**config.mk**
```make
export PLATFORM = sky130hd
export DESIGN_NAME = cache_refill_ctrl
export DESIGN_NICKNAME = d
export VERILOG_FILES = /design/src/rtl/cache_refill_ctrl.sv
export SDC_FILE = /design/constraint.sdc
export NUM_CORES = 1
export LEC_CHECK = 0
export ABC_AREA = 1
export CAP_MARGIN = 25
export CORE_MARGIN = 2
export CORE_UTILIZATION = 40
export CTS_BUF_LIST = sky130_fd_sc_hd__clkbuf_4 sky130_fd_sc_hd__clkbuf_8
export CTS_CLUSTER_SIZE = 25
export DETAILED_ROUTE_END_ITERATION = 10
export GPL_ROUTABILITY_DRIVEN = 0
export SLEW_MARGIN = 20
export SYNTH_ARGS = -nofsm -noshare
export SYNTH_HDL_FRONTEND = slang
export SYNTH_SLANG_ARGS = --single-unit
```
**constraint.sdc**
```tcl
create_clock -name clk_sys_i -period 2.75 [get_ports clk_sys_i]
set_clock_uncertainty 0.1 [all_clocks]
set_input_delay 0.4125 -clock clk_sys_i [delete_from_list [all_inputs] [get_ports clk_sys_i]]
set_output_delay 0.4125 -clock clk_sys_i [all_outputs]
set_load 0.03 [all_outputs]
```
**src/rtl/cache_refill_ctrl.sv**
```systemverilog
// Line-refill controller: picks a round-robin victim way per set, fetches a 64 B
// line as 16 sequential 32-bit beats, writes each word, then commits the tag.
module cache_refill_ctrl #(
   parameter int ADDR_W = 32,
   parameter int DATA_W = 32
) (
   input  logic              clk_sys_i,
   input  logic              rst_n_i,
   input  logic              miss_valid_i,
   input  logic [ADDR_W-1:0] miss_addr_i,
   output logic              miss_ready_o,
   output logic              mem_req_o,
   output logic [ADDR_W-1:0] mem_addr_o,
   input  logic              mem_gnt_i,
   input  logic              mem_rvalid_i,
   input  logic [DATA_W-1:0] mem_rdata_i,
   output logic              fill_we_o,
   output logic [7:0]        fill_index_o,
   output logic [1:0]        fill_way_o,
   output logic [3:0]        fill_word_o,
   output logic [DATA_W-1:0] fill_data_o,
   output logic              tag_we_o,
   output logic [ADDR_W-15:0] tag_o,
   output logic              refill_done_o
);

   localparam int TAG_W = ADDR_W - 14;

   localparam logic [1:0] S_IDLE   = 2'd0;
   localparam logic [1:0] S_REQ    = 2'd1;
   localparam logic [1:0] S_WAIT   = 2'd2;
   localparam logic [1:0] S_COMMIT = 2'd3;

   logic [1:0]        state_q, state_d;
   logic [ADDR_W-7:0] line_q, line_d;
   logic [3:0]        beat_q, beat_d;
   logic [3:0]        beat_nxt;
   logic [7:0]        index_q, index_d;
   logic [1:0]        way_q, way_d;
   logic [TAG_W-1:0]  tag_q, tag_d;
   logic [ADDR_W-1:0] addr_q, addr_d;
   logic              fill_we_q, fill_we_d;
   logic [3:0]        word_q, word_d;
   logic [DATA_W-1:0] data_q, data_d;
   logic [255:0][1:0] rr_q;

   // Byte offset within the line never matters: the whole line is fetched.
   logic unused_addr_bits;
   assign unused_addr_bits = ^miss_addr_i[5:0];

   assign beat_nxt = beat_q + 4'd1;

   always_comb begin
      state_d   = state_q;
      line_d    = line_q;
      beat_d    = beat_q;
      index_d   = index_q;
      way_d     = way_q;
      tag_d     = tag_q;
      addr_d    = addr_q;
      fill_we_d = 1'b0;
      word_d    = word_q;
      data_d    = data_q;
      case (state_q)
         S_IDLE: begin
            if (miss_valid_i) begin
               line_d  = miss_addr_i[ADDR_W-1:6];
               index_d = miss_addr_i[13:6];
               tag_d   = miss_addr_i[ADDR_W-1:14];
               way_d   = rr_q[miss_addr_i[13:6]];
               beat_d  = 4'd0;
               addr_d  = {miss_addr_i[ADDR_W-1:6], 6'b0};
               state_d = S_REQ;
            end
         end
         S_REQ: begin
            if (mem_gnt_i) state_d = S_WAIT;
         end
         S_WAIT: begin
            if (mem_rvalid_i) begin
               fill_we_d = 1'b1;
               word_d    = beat_q;
               data_d    = mem_rdata_i;
               if (beat_q == 4'd15) begin
                  state_d = S_COMMIT;
               end else begin
                  // Beat address is built by concatenation, so it cannot carry out of the line.
                  beat_d  = beat_nxt;
                  addr_d  = {line_q, beat_nxt, 2'b00};
                  state_d = S_REQ;
               end
            end
         end
         S_COMMIT: state_d = S_IDLE;
         default:  state_d = S_IDLE;
      endcase
   end

   always_ff @(posedge clk_sys_i or negedge rst_n_i) begin
      if (!rst_n_i) begin
         state_q   <= S_IDLE;
         line_q    <= '0;
         beat_q    <= '0;
         index_q   <= '0;
         way_q     <= '0;
         tag_q     <= '0;
         addr_q    <= '0;
         fill_we_q <= 1'b0;
         word_q    <= '0;
         data_q    <= '0;
         rr_q      <= '0;
      end else begin
         state_q   <= state_d;
         line_q    <= line_d;
         beat_q    <= beat_d;
         index_q   <= index_d;
         way_q     <= way_d;
         tag_q     <= tag_d;
         addr_q    <= addr_d;
         fill_we_q <= fill_we_d;
         word_q    <= word_d;
         data_q    <= data_d;
         if (state_q == S_COMMIT) rr_q[index_q] <= rr_q[index_q] + 2'd1;
      end
   end

   assign miss_ready_o  = (state_q == S_IDLE);
   assign mem_req_o     = (state_q == S_REQ);
   assign mem_addr_o    = addr_q;
   assign fill_we_o     = fill_we_q;
   assign fill_index_o  = index_q;
   assign fill_way_o    = way_q;
   assign fill_word_o   = word_q;
   assign fill_data_o   = data_q;
   assign tag_we_o      = (state_q == S_COMMIT);
   assign tag_o         = tag_q;
   assign refill_done_o = (state_q == S_COMMIT);

endmodule

```
==> summary.txt <==
Outcome
  – Status: finished, violations left
  – Failing checks: setup timing

Synthesis
  – Dominant cell by count in the synthesized netlist: nand2_1
  – Synth Cell Area: between 30000 and 40000 µm²
  – Synth Flop Type: dfrtp_1
  – Post-synth EDFFs: 0
  – Cell count after synthesis: roughly 5400
  – Yosys warning count: 0
  – List of most frequent post-synthesis cells: nand2_1, dfrtp_1, o21ai_0
  – Netlist cell types: 24
  – Cell taking the most area after synthesis: dfrtp_1
  – Post-synth ARST share: 100%
  – Share of the synthesized area in the top cell type: a little over two fifths
  – Synth top area cells: dfrtp_1, nand2_1, o21ai_0
  – Sequential area share after synthesis: between 40% and 50%
  – #FFs+latches synth: 609
  – Syn Area/Cell: 6.51 µm²

CTS
  – Clk slew on worst S/H paths: 0.06 ns
  – Max clock buf depth: 3
  – Later-pin clock latency in the skew report: a little under 0.8 ns
  – H-tree levels: 3
  – CTS Sinks: around 600
  – Root Driver: clkbuf_8
  – CTS Buf Count: roughly 110
  – CTS tree: built

Flow run
  – Max-cap violation count: 0

Placement
  – Placed insts: ~6600
  – Dpl hpwl: slightly above 90 mm
  – PortBufs: approximately 160
  – Dpl cell area: between 30000 and 40000 µm²
  – Pre-CTS setup slack: -0.388 ns

Critical path
  – CP max stage cell: dfrtp_4
  – Crit-path cells: nand2_1 -> inv_2 -> buf_4 -> nand2_1 -> nand4_1 -> nand2_1 -> nand2_1 -> o21ai_0 -> nand2_1 -> nand2_1 -> inv_1 -> nor2_2 -> nand2_4 -> nand2_1 -> nand2_4 -> buf_12 -> buf_12 -> nand2_1 -> nand2_1
  – Worst path max stage delay: around 0.56 ns
  – Data required time at the worst endpoint: approximately 3.3 ns
  – Crit Path Max Fanout: 21
  – Critical Path Sink Type: register
  – Setup CP Type: reg -> reg
  – Critical Path Start Type: register
  – Most frequent CP cell: nand2_1
  – WP data arrival: around 3.7 ns

Layout
  – Filler Cell Count: 8601
  – Nets: between 5000 and 6000
  – Layout cells sized above 1: 8.98%
  – Layout Cell Area excl Fill: between 40000 and 50000 µm²
  – Non-filler instance count after layout: 6834
  – Area Overhead vs Synth: 21.2%

GRT
  – First-pass GRT wire length: 210 mm
  – Total GRT Usage: a little under a third
  – Initial antenna violation count: 5
  – Vias in the first global route: 34700
  – Global route total overflow: 0
  – Largest net degree at the start of global routing: around 120

Power and ir drop
  – Clock share of power: about a quarter
  – Leak: slightly above 20 nW
  – Combinational power share: a little over two fifths
  – Internal power: between 20 and 25 mW
  – Highest ir drop seen on vdd: approximately 0.00048 V
  – Power Total: approximately 36 mW
  – Psw: 15.4 mW
  – Sequential share of power: between 30% and 40%
  – Sw frac: a little over two fifths
  – Pwr Density: 851 nW/µm²

Timing
  – Unrepaired setup endpoints after global routing: yes
  – Max-slew violation count: 0
  – Final Hold Violating Endpoints: 0
  – Slew margin rel.: a little under a third
  – Final setup viols: 514
  – Time the worst path needs with I/O delays and setup: ~3.1 ns
  – Worst Max-Slew Pin Slew: 1.03 ns
  – FMAX: roughly 320 MHz
  – Final Cycle Share: 114%
  – Setup ws final: -0.391 ns

Detailed routing
  – Avg WL per Cell: 20.2 µm
  – Met3 wire length: approximately 12 mm
  – Routed wire length: approximately 140 mm
  – Final ANT Viol Nets: 0
  – Max Used Layer: met5
  – First-pass iteration count of the detailed router: 6
  – DR iter-0 viols: roughly 4300
  – WL met1: 57.7 mm
  – Remaining DRCs: 0
  – Routed vias/inst: ~5.4
  – Met2 wire len: ~62 mm
  – Vias: 37100

Die
  – Core ar.: roughly 87000 µm²
  – Die ar.: 89700 µm²
  – IO Pins: 170
  – Die width: 299 µm
  – # rows: around 110
  – Initial Util: between 40 and 50%
  – Die Height: between 200 and 300 µm

Hold path
  – Hold Path Class: in -> reg
[through the flow]
stage / hold WS (ns) / setup TNS [ns] / util [%]
finish: 0.114 / -136.59 / 48.8
global route: 0.0866 / -193.23 / 48.8
CTS: 0.0596 / -105.78 / 48.8
detailed placement: 0.321 / -141.62 / 45.9
global placement: 0.321 / -151.52 / 45.9
floorplan: 0.0169 / 0 / -
[power by group through the flow]
stage                     clock [mW]  combinational (mW)  sequential, mW
after detailed placement           0                15.0            11.3
after CTS                       9.63                15.2            11.1
after global placement             0                14.9            11.2
final                           9.49                15.4            11.2
after global routing            10.0                16.1            11.3
after floorplan                    0                5.76            12.3
[cell type report]
| class | count | area, µm² | share of cell area [%] |
|---|---|---|---|
| well taps | 1155 | 1450 | 3.42 |
| diodes | 2 | 5.00 | 0.0118 |
| repair buffers | 437 | 4750 | 11.2 |
| flip-flops and latches | 609 | 15200 | 36.0 |
| inverters | 406 | 1540 | 3.64 |
| clock inverters | 18 | 97.6 | 0.231 |
| clock buffers | 185 | 2350 | 5.54 |
| multi-input cells | 4022 | 16900 | 39.9 |
[cells in the final DEF, fill, tap and decap left out, drive strengths merged]
cell type,count
o31ai,1
dfrtp,609
inv,404
diode,2
clkbuf,186
o21ai,595
dlygate4sd3,1
conb,2
nand3,172
o211ai,3
clkinv,20
ha,1
a31oi,1
o22ai,136
nor3,213
nand2,2448
or2,1
nand4,12
clkdlybuf4s50,156
nor3b,1
buf,278
bufbuf,1
nor2,375
a21oi,61
[what timing repair did]
item / CTS / global route
pin swaps: 2 / 0
setup endpoints to repair: 516 / 517
buffers inserted: 2 / 0
endpoints found under the hold margin: 132 / 0
resized for setup: 9 / 7
cloned: 1 / 0
hold buffers: 1 / 0
[metal layers]
metal  vias to the layer above  global-route usage, %
li1                      17400                      -
met1                     17600                   41.3
met2                      1784                   47.3
met3                       393                   5.44
met4                         2                   13.6
met5                         -                      0
[worst paths after layout]
kind                                   end  slack, ns  cells past startpoint            start
min in group asynchronous        rr_q[240]       0.15                      2          rst_n_i
max in group asynchronous        rr_q[278]       1.51                      3          rst_n_i
hold reg to reg            fill_data_o[19]       0.38                      2  fill_data_o[19]
setup / recovery                 rr_q[251]      -0.39                     19        line_q[0]
hold / removal             fill_data_o[23]       0.11                      3  mem_rdata_i[23]
setup reg to reg                 rr_q[251]      -0.39                     19        line_q[0]
[registers in the layout, indices dropped and copies added (netlist names)]
signal       flops
line_q          25
mem_addr_o      27
rr_q           512
fill_word_o      4
beat_q           3
fill_data_o     32
fill_we_o        1
state_q          2
fill_way_o       2
tag_o            1
[kinds of logic (layout without fill, tap and decap cells)]
group / Yosys count / count (layout) / synth area share (%)
adders and majority gates: 1 / 1 / 0.0358
AOI/OAI and AO/OA: 797 / 797 / 11.9
other: 1 / 4 / 0.0107
and+or+nand+nor: 3222 / 3222 / 36.1
buffers and inverters: 738 / 1046 / 8.26
DFF: 609 / 609 / 43.6
[critical path: cells and delay by family (launching register included)]
kind / cells / cell delay (ns)
and+or+nand+nor: 13 / 1.33
buffers and inverters: 5 / 0.76
DFF: 1 / 0.56
AOI/OAI and AO/OA: 1 / 0.23
Power figures use the tool's default switching activity.
